===== config.mk =====
export PLATFORM = sky130hd
export DESIGN_NAME = fetch_ctrl_flat
export DESIGN_NICKNAME = d
export VERILOG_FILES = /design/src/rtl/core_pkg.sv /design/src/rtl/fetch_ctrl_if.sv /design/src/rtl/fetch_buf.sv /design/src/rtl/fetch_ctrl.sv /design/src/flat_wrapper.sv
export SDC_FILE = /design/constraint.sdc
export NUM_CORES = 1
export LEC_CHECK = 0
export CORE_MARGIN = 5
export CORE_UTILIZATION = 47
export DETAILED_ROUTE_END_ITERATION = 16
export GPL_TIMING_DRIVEN = 0
export PLACE_DENSITY = 0.76
export SLEW_MARGIN = 30
export SYNTH_ARGS = -nofsm -noshare
export SYNTH_HDL_FRONTEND = slang
export SYNTH_SLANG_ARGS = --single-unit

===== constraint.sdc =====
create_clock -name clock_i -period 3.65 [get_ports clock_i]
set_input_delay 1.095 -clock clock_i [delete_from_list [all_inputs] [get_ports clock_i]]
set_output_delay 1.095 -clock clock_i [all_outputs]
set_load 0.005 [all_outputs]

===== src/rtl/core_pkg.sv =====
// -----------------------------------------------------------------------------
// core_pkg
// Shared types and constants for the instruction fetch front end.
//   IMEM_AW       : instruction memory doubleword address width
//   NOP_INST      : encoding used to fill an unused second slot
//   fetch_entry_t : one fetched instruction pair as held in the fetch buffer
//   fetch_state_t : fetch controller states
// -----------------------------------------------------------------------------
package core_pkg;

    localparam int          IMEM_AW  = 10;
    localparam logic [31:0] NOP_INST = 32'h0000_0013;

    typedef struct packed {
        logic [31:0] pc;
        logic [31:0] inst0;
        logic [31:0] inst1;
        logic [1:0]  vld;
    } fetch_entry_t;

    typedef enum logic {
        ST_BOOT,
        ST_RUN
    } fetch_state_t;

    // Sequential successor of a fetch PC: realign to the doubleword, step one.
    function automatic logic [31:0] seq_next_pc(input logic [31:0] pc);
        return (pc & ~32'h7) + 32'd8;
    endfunction

    // Split a returned doubleword into program-ordered slots. A PC in the
    // upper word only has one useful instruction, so slot 1 becomes a NOP.
    function automatic fetch_entry_t make_entry(input logic [31:0] pc,
                                                input logic [63:0] data);
        fetch_entry_t e;
        e.pc = pc;
        if (pc[2]) begin
            e.inst0 = data[63:32];
            e.inst1 = NOP_INST;
            e.vld   = 2'b01;
        end else begin
            e.inst0 = data[31:0];
            e.inst1 = data[63:32];
            e.vld   = 2'b11;
        end
        return e;
    endfunction

endpackage


===== src/rtl/fetch_ctrl_if.sv =====
// -----------------------------------------------------------------------------
// fetch_ctrl_if
// Bundles every non-clock signal of the fetch controller.
//   backend control : redirect_i, redirect_pc_i, halt_i
//   imem port       : addr_o (doubleword address), data_i (64-bit, 1-cycle latency)
//   pair output     : valid_o/ready_i handshake, pc_o, inst_0_o, inst_1_o, slot_vld_o
// modport master : the fetch controller side
// modport slave  : the environment (backend + instruction memory)
// -----------------------------------------------------------------------------
interface fetch_ctrl_if;
    import core_pkg::*;

    logic               redirect_i;
    logic [31:0]        redirect_pc_i;
    logic               halt_i;
    logic [IMEM_AW-1:0] addr_o;
    logic [63:0]        data_i;
    logic               valid_o;
    logic               ready_i;
    logic [31:0]        pc_o;
    logic [31:0]        inst_0_o;
    logic [31:0]        inst_1_o;
    logic [1:0]         slot_vld_o;

    modport master (
        input  redirect_i, redirect_pc_i, halt_i, data_i, ready_i,
        output addr_o, valid_o, pc_o, inst_0_o, inst_1_o, slot_vld_o
    );

    modport slave (
        output redirect_i, redirect_pc_i, halt_i, data_i, ready_i,
        input  addr_o, valid_o, pc_o, inst_0_o, inst_1_o, slot_vld_o
    );

endinterface


===== src/rtl/fetch_buf.sv =====
// -----------------------------------------------------------------------------
// fetch_buf
// Two-entry FIFO of fetched instruction pairs. The head entry is a register,
// so everything downstream sees only flopped values.
//   clock_i, rst_n_i : clock, synchronous active-low reset
//   flush_i          : drop all entries (wins over push/pop)
//   push_i           : push_entry_i enters the FIFO
//   pop_i            : head is consumed this cycle
//   head_o, valid_o  : head entry and "not empty"
//   count_o          : occupancy 0..2
// Push and pop may coincide at any occupancy.
// -----------------------------------------------------------------------------
module fetch_buf
    import core_pkg::*;
(
    input  logic         clock_i,
    input  logic         rst_n_i,
    input  logic         flush_i,
    input  logic         push_i,
    input  fetch_entry_t push_entry_i,
    input  logic         pop_i,
    output fetch_entry_t head_o,
    output logic         valid_o,
    output logic [1:0]   count_o
);

    fetch_entry_t head_q, head_d;
    fetch_entry_t tail_q, tail_d;
    logic [1:0]   count_q, count_d;
    logic         do_pop, do_push;

    assign do_pop  = pop_i && (count_q != 2'd0);
    assign do_push = push_i && ((count_q != 2'd2) || do_pop);

    always_comb begin
        // NOTE: every variable gets its hold value first, so no path can
        // leave one unassigned and infer a latch.
        head_d  = head_q;
        tail_d  = tail_q;
        count_d = count_q;
        if (flush_i) begin
            count_d = 2'd0;
        end else begin
            case ({do_push, do_pop})
                2'b10: begin
                    if (count_q == 2'd0) head_d = push_entry_i;
                    else                 tail_d = push_entry_i;
                    count_d = count_q + 2'd1;
                end
                2'b01: begin
                    head_d  = tail_q;
                    count_d = count_q - 2'd1;
                end
                2'b11: begin
                    // Occupancy is unchanged; the newcomer lands behind
                    // whatever survives the pop.
                    if (count_q == 2'd1) begin
                        head_d = push_entry_i;
                    end else begin
                        head_d = tail_q;
                        tail_d = push_entry_i;
                    end
                end
                default: ;
            endcase
        end
    end

    always_ff @(posedge clock_i) begin
        // NOTE: state updates use non-blocking assignments so all flops
        // sample their pre-edge inputs regardless of process order.
        if (!rst_n_i) begin
            // NOTE: the storage is reset too, not just the count, because the
            // head drives pc_o/inst_*_o directly and must read zero in reset.
            head_q  <= '0;
            tail_q  <= '0;
            count_q <= 2'd0;
        end else begin
            head_q  <= head_d;
            tail_q  <= tail_d;
            count_q <= count_d;
        end
    end

    assign head_o  = head_q;
    assign valid_o = (count_q != 2'd0);
    assign count_o = count_q;

endmodule


===== src/rtl/fetch_ctrl.sv =====
// -----------------------------------------------------------------------------
// fetch_ctrl
// Instruction fetch controller: issues doubleword reads to a 1-cycle-latency
// instruction memory, splits each return into an instruction pair and queues
// it in a 2-entry buffer for the decode stage.
//   clock_i  : rising-edge clock
//   rst_n_i  : synchronous active-low reset
//   bus      : fetch_ctrl_if.master (redirect/halt, imem port, pair output)
//   RESET_PC : first fetch PC after reset
// addr_o is the current fetch PC[12:3]; it only moves when a fetch issues or
// on redirect, so it holds steady while stalled.
// -----------------------------------------------------------------------------
module fetch_ctrl
    import core_pkg::*;
#(
    parameter logic [31:0] RESET_PC = 32'h0000_0000
) (
    input  logic         clock_i,
    input  logic         rst_n_i,
    fetch_ctrl_if.master bus
);

    fetch_state_t state_q, state_d;
    logic [31:0]  pc_q, pc_d;
    logic         inflight_q, inflight_d;
    logic [31:0]  inflight_pc_q, inflight_pc_d;

    logic         issue;
    logic         push;
    logic         pop;
    logic         buf_valid;
    logic [1:0]   buf_count;
    logic [2:0]   committed;
    fetch_entry_t head;

    assign pop = buf_valid && bus.ready_i;

    // A return arriving in a redirect cycle belongs to the old path.
    assign push = inflight_q && !bus.redirect_i;

    // Slots already spoken for once this cycle's pop is taken into account.
    // Counting the pop is what lets a full-rate stream issue every cycle.
    assign committed = {1'b0, buf_count} + {2'b00, inflight_q} - {2'b00, pop};

    always_comb begin
        state_d       = state_q;
        pc_d          = pc_q;
        inflight_d    = 1'b0;
        inflight_pc_d = inflight_pc_q;
        issue         = 1'b0;

        if (bus.redirect_i) begin
            // No fetch this cycle: the target goes onto addr_o next cycle and
            // issues from there with an empty pipeline.
            state_d = ST_RUN;
            pc_d    = {bus.redirect_pc_i[31:2], 2'b00};
        end else begin
            case (state_q)
                ST_BOOT: begin
                    issue   = 1'b1;
                    state_d = ST_RUN;
                end
                ST_RUN: begin
                    issue = !bus.halt_i && (committed < 3'd2);
                end
                default: state_d = ST_BOOT;
            endcase
        end

        if (issue) begin
            inflight_d    = 1'b1;
            inflight_pc_d = pc_q;
            pc_d          = seq_next_pc(pc_q);
        end
    end

    always_ff @(posedge clock_i) begin
        if (!rst_n_i) begin
            state_q       <= ST_BOOT;
            pc_q          <= RESET_PC & ~32'h3;
            inflight_q    <= 1'b0;
            inflight_pc_q <= '0;
        end else begin
            state_q       <= state_d;
            pc_q          <= pc_d;
            inflight_q    <= inflight_d;
            inflight_pc_q <= inflight_pc_d;
        end
    end

    fetch_buf u_buf (
        .clock_i      (clock_i),
        .rst_n_i      (rst_n_i),
        .flush_i      (bus.redirect_i),
        .push_i       (push),
        .push_entry_i (make_entry(inflight_pc_q, bus.data_i)),
        .pop_i        (pop),
        .head_o       (head),
        .valid_o      (buf_valid),
        .count_o      (buf_count)
    );

    assign bus.addr_o     = pc_q[12:3];
    assign bus.valid_o    = buf_valid;
    assign bus.pc_o       = head.pc;
    assign bus.inst_0_o   = head.inst0;
    assign bus.inst_1_o   = head.inst1;
    assign bus.slot_vld_o = head.vld;

endmodule


===== src/flat_wrapper.sv =====
// flat-port wrapper written by rule: the top's interface ports become plain ports
module fetch_ctrl_flat import core_pkg::*;
#(
    parameter logic [31:0] RESET_PC = 32'h0000_0000
)
  (clock_i, rst_n_i, bus_redirect_i, bus_redirect_pc_i, bus_halt_i, bus_data_i, bus_ready_i, bus_addr_o, bus_valid_o, bus_pc_o, bus_inst_0_o, bus_inst_1_o, bus_slot_vld_o);
  fetch_ctrl_if bus_i ();
  input  logic clock_i;
  input  logic rst_n_i;
  input wire logic [$bits(bus_i.redirect_i)-1:0] bus_redirect_i;
  input wire logic [$bits(bus_i.redirect_pc_i)-1:0] bus_redirect_pc_i;
  input wire logic [$bits(bus_i.halt_i)-1:0] bus_halt_i;
  input wire logic [$bits(bus_i.data_i)-1:0] bus_data_i;
  input wire logic [$bits(bus_i.ready_i)-1:0] bus_ready_i;
  output wire logic [$bits(bus_i.addr_o)-1:0] bus_addr_o;
  output wire logic [$bits(bus_i.valid_o)-1:0] bus_valid_o;
  output wire logic [$bits(bus_i.pc_o)-1:0] bus_pc_o;
  output wire logic [$bits(bus_i.inst_0_o)-1:0] bus_inst_0_o;
  output wire logic [$bits(bus_i.inst_1_o)-1:0] bus_inst_1_o;
  output wire logic [$bits(bus_i.slot_vld_o)-1:0] bus_slot_vld_o;
  assign bus_i.redirect_i = bus_redirect_i;
  assign bus_i.redirect_pc_i = bus_redirect_pc_i;
  assign bus_i.halt_i = bus_halt_i;
  assign bus_i.data_i = bus_data_i;
  assign bus_i.ready_i = bus_ready_i;
  assign bus_addr_o = bus_i.addr_o;
  assign bus_valid_o = bus_i.valid_o;
  assign bus_pc_o = bus_i.pc_o;
  assign bus_inst_0_o = bus_i.inst_0_o;
  assign bus_inst_1_o = bus_i.inst_1_o;
  assign bus_slot_vld_o = bus_i.slot_vld_o;
  fetch_ctrl #(.RESET_PC(RESET_PC)) u_core (.clock_i(clock_i), .rst_n_i(rst_n_i), .bus(bus_i));
endmodule

=== Word-level counts from Yosys, hierarchy flattened ===
Index checks and enable logic that the tools add are counted.

* Register bits after elaboration: 264
* Input port bits: 101
* Output and inout port bits: 109
* Logic and storage cells: 61

* $add $sub $neg: 5
* Magnitude comparators: 1
* Equality and inequality tests: 8
* Multiplexer cells: 14
* Bitwise logic cells: 3
* Reduce and logical (&&, ||, !) cells: 17

{| class="wikitable"
|+ Operators with widths
! operator !! count
|-
| $mux W98 || 4
|-
| $pmux W98 S3 || 1
|-
| $pmux W98 S2 || 1
|-
| $mux W66 || 1
|-
| $mux W32 || 2
|-
| $add A32 B4 Y32 const B || 1
|-
| $ne A2 B2 Y1 const B || 4
|-
| $reduce_bool A2 Y1 || 4
|-
| $logic_and A1 B1 Y1 || 5
|-
| $eq A2 B1 Y1 const B || 2
|-
| $eq A2 B2 Y1 const B || 2
|-
| $pmux W2 S2 || 1
|-
| $reduce_and A4 Y1 || 1
|-
| $add A2 B1 Y3 || 1
|-
| $lt A3 B2 Y1 const B || 1
|-
| $mux W1 || 3
|-
| $not A1 Y1 || 3
|-
| $reduce_and A3 Y1 || 1
|-
| $reduce_bool A3 Y1 || 1
|-
| $sub A3 B1 Y3 || 1
|-
| $add A2 B1 Y2 const B || 1
|-
| $logic_not A1 Y1 || 2
|-
| $logic_not A2 Y1 || 1
|-
| $pmux W1 S2 || 1
|-
| 3 further kinds || 3
|}

=== Longest topological paths before layout ===
* Depth in word-level cells: 8
* Mapped depth: 15
* Gate-level depth less buffers: 12

=== Hierarchy ===
From an unflattened synthesis, not the netlist that was laid out.

* Cells, all modules: 1432
* Area total of the unflattened synthesis: 11628.7 sq um

{| class="wikitable"
|+ By module, submodules not included
! module !! instances !! cells each !! area an instance (sq um) !! seq. area each (sq um)
|-
| fetch_buf || 1 || 997 || 7975.1 || 3963.8
|-
| fetch_ctrl || 1 || 435 || 3653.5 || 1241.2
|}

=== Worst setup path before layout ===
Ideal clock, no wire load.

* Path type: in2reg
* Start point: in bus_ready_i
* End point: reg u_core.pc_q[19]
* Setup time: 120 ps
* Arrival time: 3485 ps
* Data required time: 3530 ps
* Setup slack: 46 ps
* Cell stages on the path: 12
* Buffers on the path: 2
* Cells stage by stage: nand2b_1 -> clkbuf_1 -> inv_1 -> ha_1 -> nand2b_1 -> fa_1 -> nand2b_1 -> o21a_1 -> buf_6 -> or3_1 -> mux2i_1 -> o31a_1

* Longest elaborated chain between the ends: 7
* Elaborated cells between the ends (all ways): 8
* Classes of those cells: 1 x add/sub; 1 x order compare; 3 x mux; 3 x reduce/logical

{| class="wikitable"
|+ Ends and longest elaborated chain
! item !! line !! text
|-
| start, declared || flat_wrapper.sv:14 || <nowiki>input wire logic [$bits(bus_i.ready_i)-1:0] bus_ready_i;</nowiki>
|-
| $logic_and A1 B1 Y1 * || fetch_ctrl.sv:36 || <nowiki>assign pop = buf_valid && bus.ready_i;</nowiki>
|-
| $sub A3 B1 Y3 * || fetch_ctrl.sv:43 || <nowiki>assign committed = {1'b0, buf_count} + {2'b00, inflight_q} - {2'b00, pop};</nowiki>
|-
| $lt A3 B2 Y1 * || fetch_ctrl.sv:64 || <nowiki>issue = !bus.halt_i && (committed < 3'd2);</nowiki>
|-
| $logic_and A1 B1 Y1 * || fetch_ctrl.sv:64 ||
|-
| $pmux W1 S2 * || fetch_ctrl.sv:58 || <nowiki>case (state_q)</nowiki>
|-
| $mux W1 * || fetch_ctrl.sv:52 || <nowiki>if (bus.redirect_i) begin</nowiki>
|-
| $mux W32 or $reduce_bool A2 Y1 (tied branches) || n/a ||
|-
| end signal, assigned || fetch_ctrl.sv:80 || <nowiki>pc_q <= RESET_PC & ~32'h3;</nowiki>
|-
| end signal, assigned || fetch_ctrl.sv:85 || <nowiki>pc_q <= pc_d;</nowiki>
|-
| end, declared || fetch_ctrl.sv:24 || <nowiki>logic [31:0] pc_q, pc_d;</nowiki>
|}

Mark *: on every way between the ends. The rest lies on a longest branch, timed or not.
A chain may end at the register's enable or synchronous reset.

=== Worst setup path in the final report ===
* Start point: reg u_core.u_buf.count_q[1], in the netlist u_core.u_buf.count_o[1]
* End point: reg u_core.pc_q[29]

* Longest elaborated chain between the ends: 8
* Elaborated cells between the ends (all ways): 10
* Classes of those cells: 2 x add/sub; 1 x order compare; 3 x mux; 4 x reduce/logical

{| class="wikitable"
|+ Ends and longest elaborated chain
! item !! line !! text
|-
| start, declared || fetch_buf.sv:29 || <nowiki>logic [1:0] count_q, count_d;</nowiki>
|-
| start signal, assigned || fetch_buf.sv:81 || <nowiki>count_q <= count_d;</nowiki>
|-
| parallel branches: the longest is 2 deep, another holds $add A2 B1 Y3 || n/a ||
|-
| $sub A3 B1 Y3 * || fetch_ctrl.sv:43 ||
|-
| $lt A3 B2 Y1 * || fetch_ctrl.sv:64 ||
|-
| $logic_and A1 B1 Y1 * || fetch_ctrl.sv:64 ||
|-
| $pmux W1 S2 * || fetch_ctrl.sv:58 ||
|-
| $mux W1 * || fetch_ctrl.sv:52 ||
|-
| $mux W32 or $reduce_bool A2 Y1 (tied branches) || n/a ||
|}

Every way passes the cells marked *.

==> impl_metrics.csv <==
group,metric,value,unit
logic_synthesis,synth_ff_type,"dfxtp_1",
logic_synthesis,synth_most_common_cell,"nand2_1",
timing,hold_viol,0,
pwr,p_leak,4.90,nW
timing,fin_crit_sh,0.918,
final_layout,instances_no_fill,1945,
logic_synthesis,synthTopCellsByArea,"dfxtp_1 46%, nand2_1 11%, a21oi_1 6.6%",
logic_synthesis,synthTopCellsByCount,"334 x nand2_1, 256 x dfxtp_1, 146 x a21oi_1, 109 x nor2_1, 85 x clkbuf_1",
logic_synthesis,synth_top_cell_by_area,"dfxtp_1",
floorplanning,die_h,164,µm
setup_path,r2r-end,"u_core.pc_q[29]",
floorplanning,ios,210,
setup_path,reg2regPathDepth,14,
setup_path,r2r_slack,0.30,ns
setup_path,critPathMaxFanout,10,
timing,maxSlewHeadroom,0.400,
logic_synthesis,syn_avg_cell_area,8.11,µm²
final_layout,area.sequential,0.00512,mm²
logic_synthesis,synth_area,0.0111,mm²
drt,dr.pass1.iters,5,
placed_design,hpwl,26.8,mm
drt,wire_per_inst,18.9,µm
drt,vias,11000,
setup_path,cp.required,4.09,ns
run_status,status,"finished, final reports clean",
timing,max_freq,298,MHz
setup_path,slowest_stage,"fa_1",
final_layout,syn_to_final_growth,31.8,%
grt,grt_max_degree,14,
drt,wl,36.8,mm
logic_synthesis,syn_inst,1373,
final_layout,nets,1715,
logic_synthesis,synthArstFlopShare,0,
grt,antenna_found_initial,0,
timing,setup_viol,0,
clocking,insertion_delay,0.53,ns
setup_path,end_kind,"flip-flop",
logic_synthesis,ys_seq_area_frac,0.460,
logic_synthesis,yosysUniqueCellTypes,52,
clocking,cts_made_buffers,28,
timing,skew,0.00932,ns
floorplanning,start_util,0.476,
final_layout,drive_above_1_share,0.0720,
grt,grt_pass1_wl,57.4,mm
setup_path,crit_family,"adder cells",
setup_path,crit_buf_inv,4,
clocking,post_cts_buffers,0,
placed_design,place.gp.congestion,0.936,
worst_hold_path,hold_path.class,"flip-flop to flip-flop",
timing,whs,0.448,ns
placed_design,io_buffers,205,
pwr,peakVddDrop,321,µV
timing,rsz0062_at_grt,"no",
placed_design,place_area,0.0136,mm²
timing,slew_viol_final,0,
grt,grt_overflow_total,0,
pwr,powerDensity,466,mW/mm²
final_layout,stdcell_area,0.0147,mm²
clocking,clk_pin_slew,0.06,ns
setup_path,crit_arrival,3.79,ns
logic_synthesis,synth_warnings,0,
setup_path,reg2reg_from,"u_core.u_buf.count_o[1]",
clocking,cts_root_buf,"clkbuf_16",
placed_design,dp_cells,1898,
final_layout,multiInputGateArea,0.00544,mm²
worst_hold_path,hold_start,"u_core.u_buf.head_o[44]",
drt,drt_iter0_markers,901,
final_layout,fillers,2052,
setup_path,worstPathCellList,"inv_1, ha_1, nand2b_4, inv_2, ha_1, nand2b_1, fa_1, nand2b_1, o21a_1, buf_6, buf_6, nor4_2, nor3_1, a211oi_1",
flow_run,maxCapViolCount,0,
floorplanning,die_w,164,µm
grt,grtUsageTotal,0.265,
clocking,htree_levels,1,
timing,fin_tns_setup,0,ns
timing,min_period,3.35,ns
clocking,hold_buffers,0,
clocking,clkSinkCount,256,
grt,grt_pass1_vias,10400,
drt,viasPerCell,5.67,
setup_path,slowest_delay,0.51,ns
logic_synthesis,synth_edf_count,0,
clocking,cts_tree,"done",
timing,tightest_slew,0.900,ns
worst_hold_path,hold-path-endpoint,"u_core.u_buf.head_o[44]",
drt,drc,0,
clocking,cts_buffer_depth,3,
logic_synthesis,synth.top_cell.area_share,0.460,
drt,final_antenna_net_count,0,
floorplanning,core-area,0.0234,mm²
setup_path,critPathLaunchType,"flip-flop",
floorplanning,dieArea,0.0269,mm²
floorplanning,fp-row-count,56,
worst_hold_path,min_path_cells,2,
logic_synthesis,ys_seq_elements,256,
pwr,power,6.84,mW
final_layout,diodes,0,
setup_path,critPathKind,"flip-flop to flip-flop",
## cells in the final DEF, fill, tap and decap left out, types with 34 or more instances in the layout
cell type / n
mux2i_1: 34
a21oi_1: 146
a311oi_1: 59
nor2_1: 109
nand2_1: 333
nand3b_1: 57
o211ai_1: 37
a211oi_1: 42
dfxtp_1: 256
clkdlybuf4s50_1: 204
clkbuf_1: 87
## worst max-delay path by stage
stage / start / end / slack [ns] / depth (start not counted)
2_1_floorplan: bus_ready_i / u_core.pc_q[19] / 0.05 / 12
3_5_place_dp: bus_ready_i / u_core.inflight_pc_q[8] / -0.98 / 12
4_1_cts: bus_ready_i / u_core.pc_q[15] / 0.01 / 12
6_report: u_core.u_buf.count_o[1] / u_core.pc_q[29] / 0.30 / 14
5_1_grt: u_core.u_buf.count_o[1] / u_core.pc_q[29] / 0.07 / 14
3_3_place_gp: bus_ready_i / u_core.inflight_pc_q[9] / -0.96 / 13
## power by group
group          switching [mW]  internal (mW)  leakage, nW  total (mW)
combinational           0.426          0.390         2.34       0.815
clock                    1.13           1.89        0.483        3.02
sequential              0.102           2.91         2.08        3.01
total                    1.65           5.19         4.90        6.84
## cell families after synthesis
kind of cell    Yosys count  share of synthesized area
buf+inv                 149                     0.0601
mux                      34                     0.0306
compound gates          329                      0.192
xor+xnor                 20                     0.0157
other cells               1                   0.000337
fa+ha+maj                 6                    0.00742
flops                   256                      0.460
simple gates            578                      0.234
## worst min-delay path: stages (launching register included)
cell and delay [ns]:
dfxtp_1 0.31, nand2_1 0.05, a21oi_1 0.05
## area by class of cell
class / count / share of cell area
Inverter: 12 / 0.00307
Buffer: 136 / 0.0427
Clock buffer: 40 / 0.0557
Timing Repair Buffer: 205 / 0.140
Sequential cell: 256 / 0.349
Tap cell: 319 / 0.0272
Multi-Input combinational cell: 969 / 0.371
Clock inverter: 8 / 0.0113
## metal layers
layer	global-route usage	vias to the layer above	part of all wire	wire length, µm
li1	-	5247	-	-
met1	0.372	5227	0.43	15900
met2	0.424	487	0.46	16900
met3	0.0427	70	0.080	2940
met4	0.0755	0	0.030	1090
met5	0	-	0	0
## per-stage QoR
step / util / setup slack, ns
CTS: 0.624 / 0.00991
global placement: 0.580 / -0.963
floorplan: - / 0.0456
finish: 0.627 / 0.298
global route: 0.627 / 0.0723
detailed placement: 0.580 / -0.981
## flip-flops by register name (all words and copies together) (netlist names)
signal	flops
u_core.inflight_pc_q	30
u_core.inflight_q	1
u_core.pc_q	30
u_core.state_q	1
u_core.u_buf.count_o	2
u_core.u_buf.head_o	96
u_core.u_buf.tail_q	96
## what timing repair did
item / in CTS / in global routing
endpoints found under the setup margin: 53 / 55
resized for setup: 11 / 12
pin swaps: 0 / 2
Note: power is estimated with default switching activity, not from simulation.
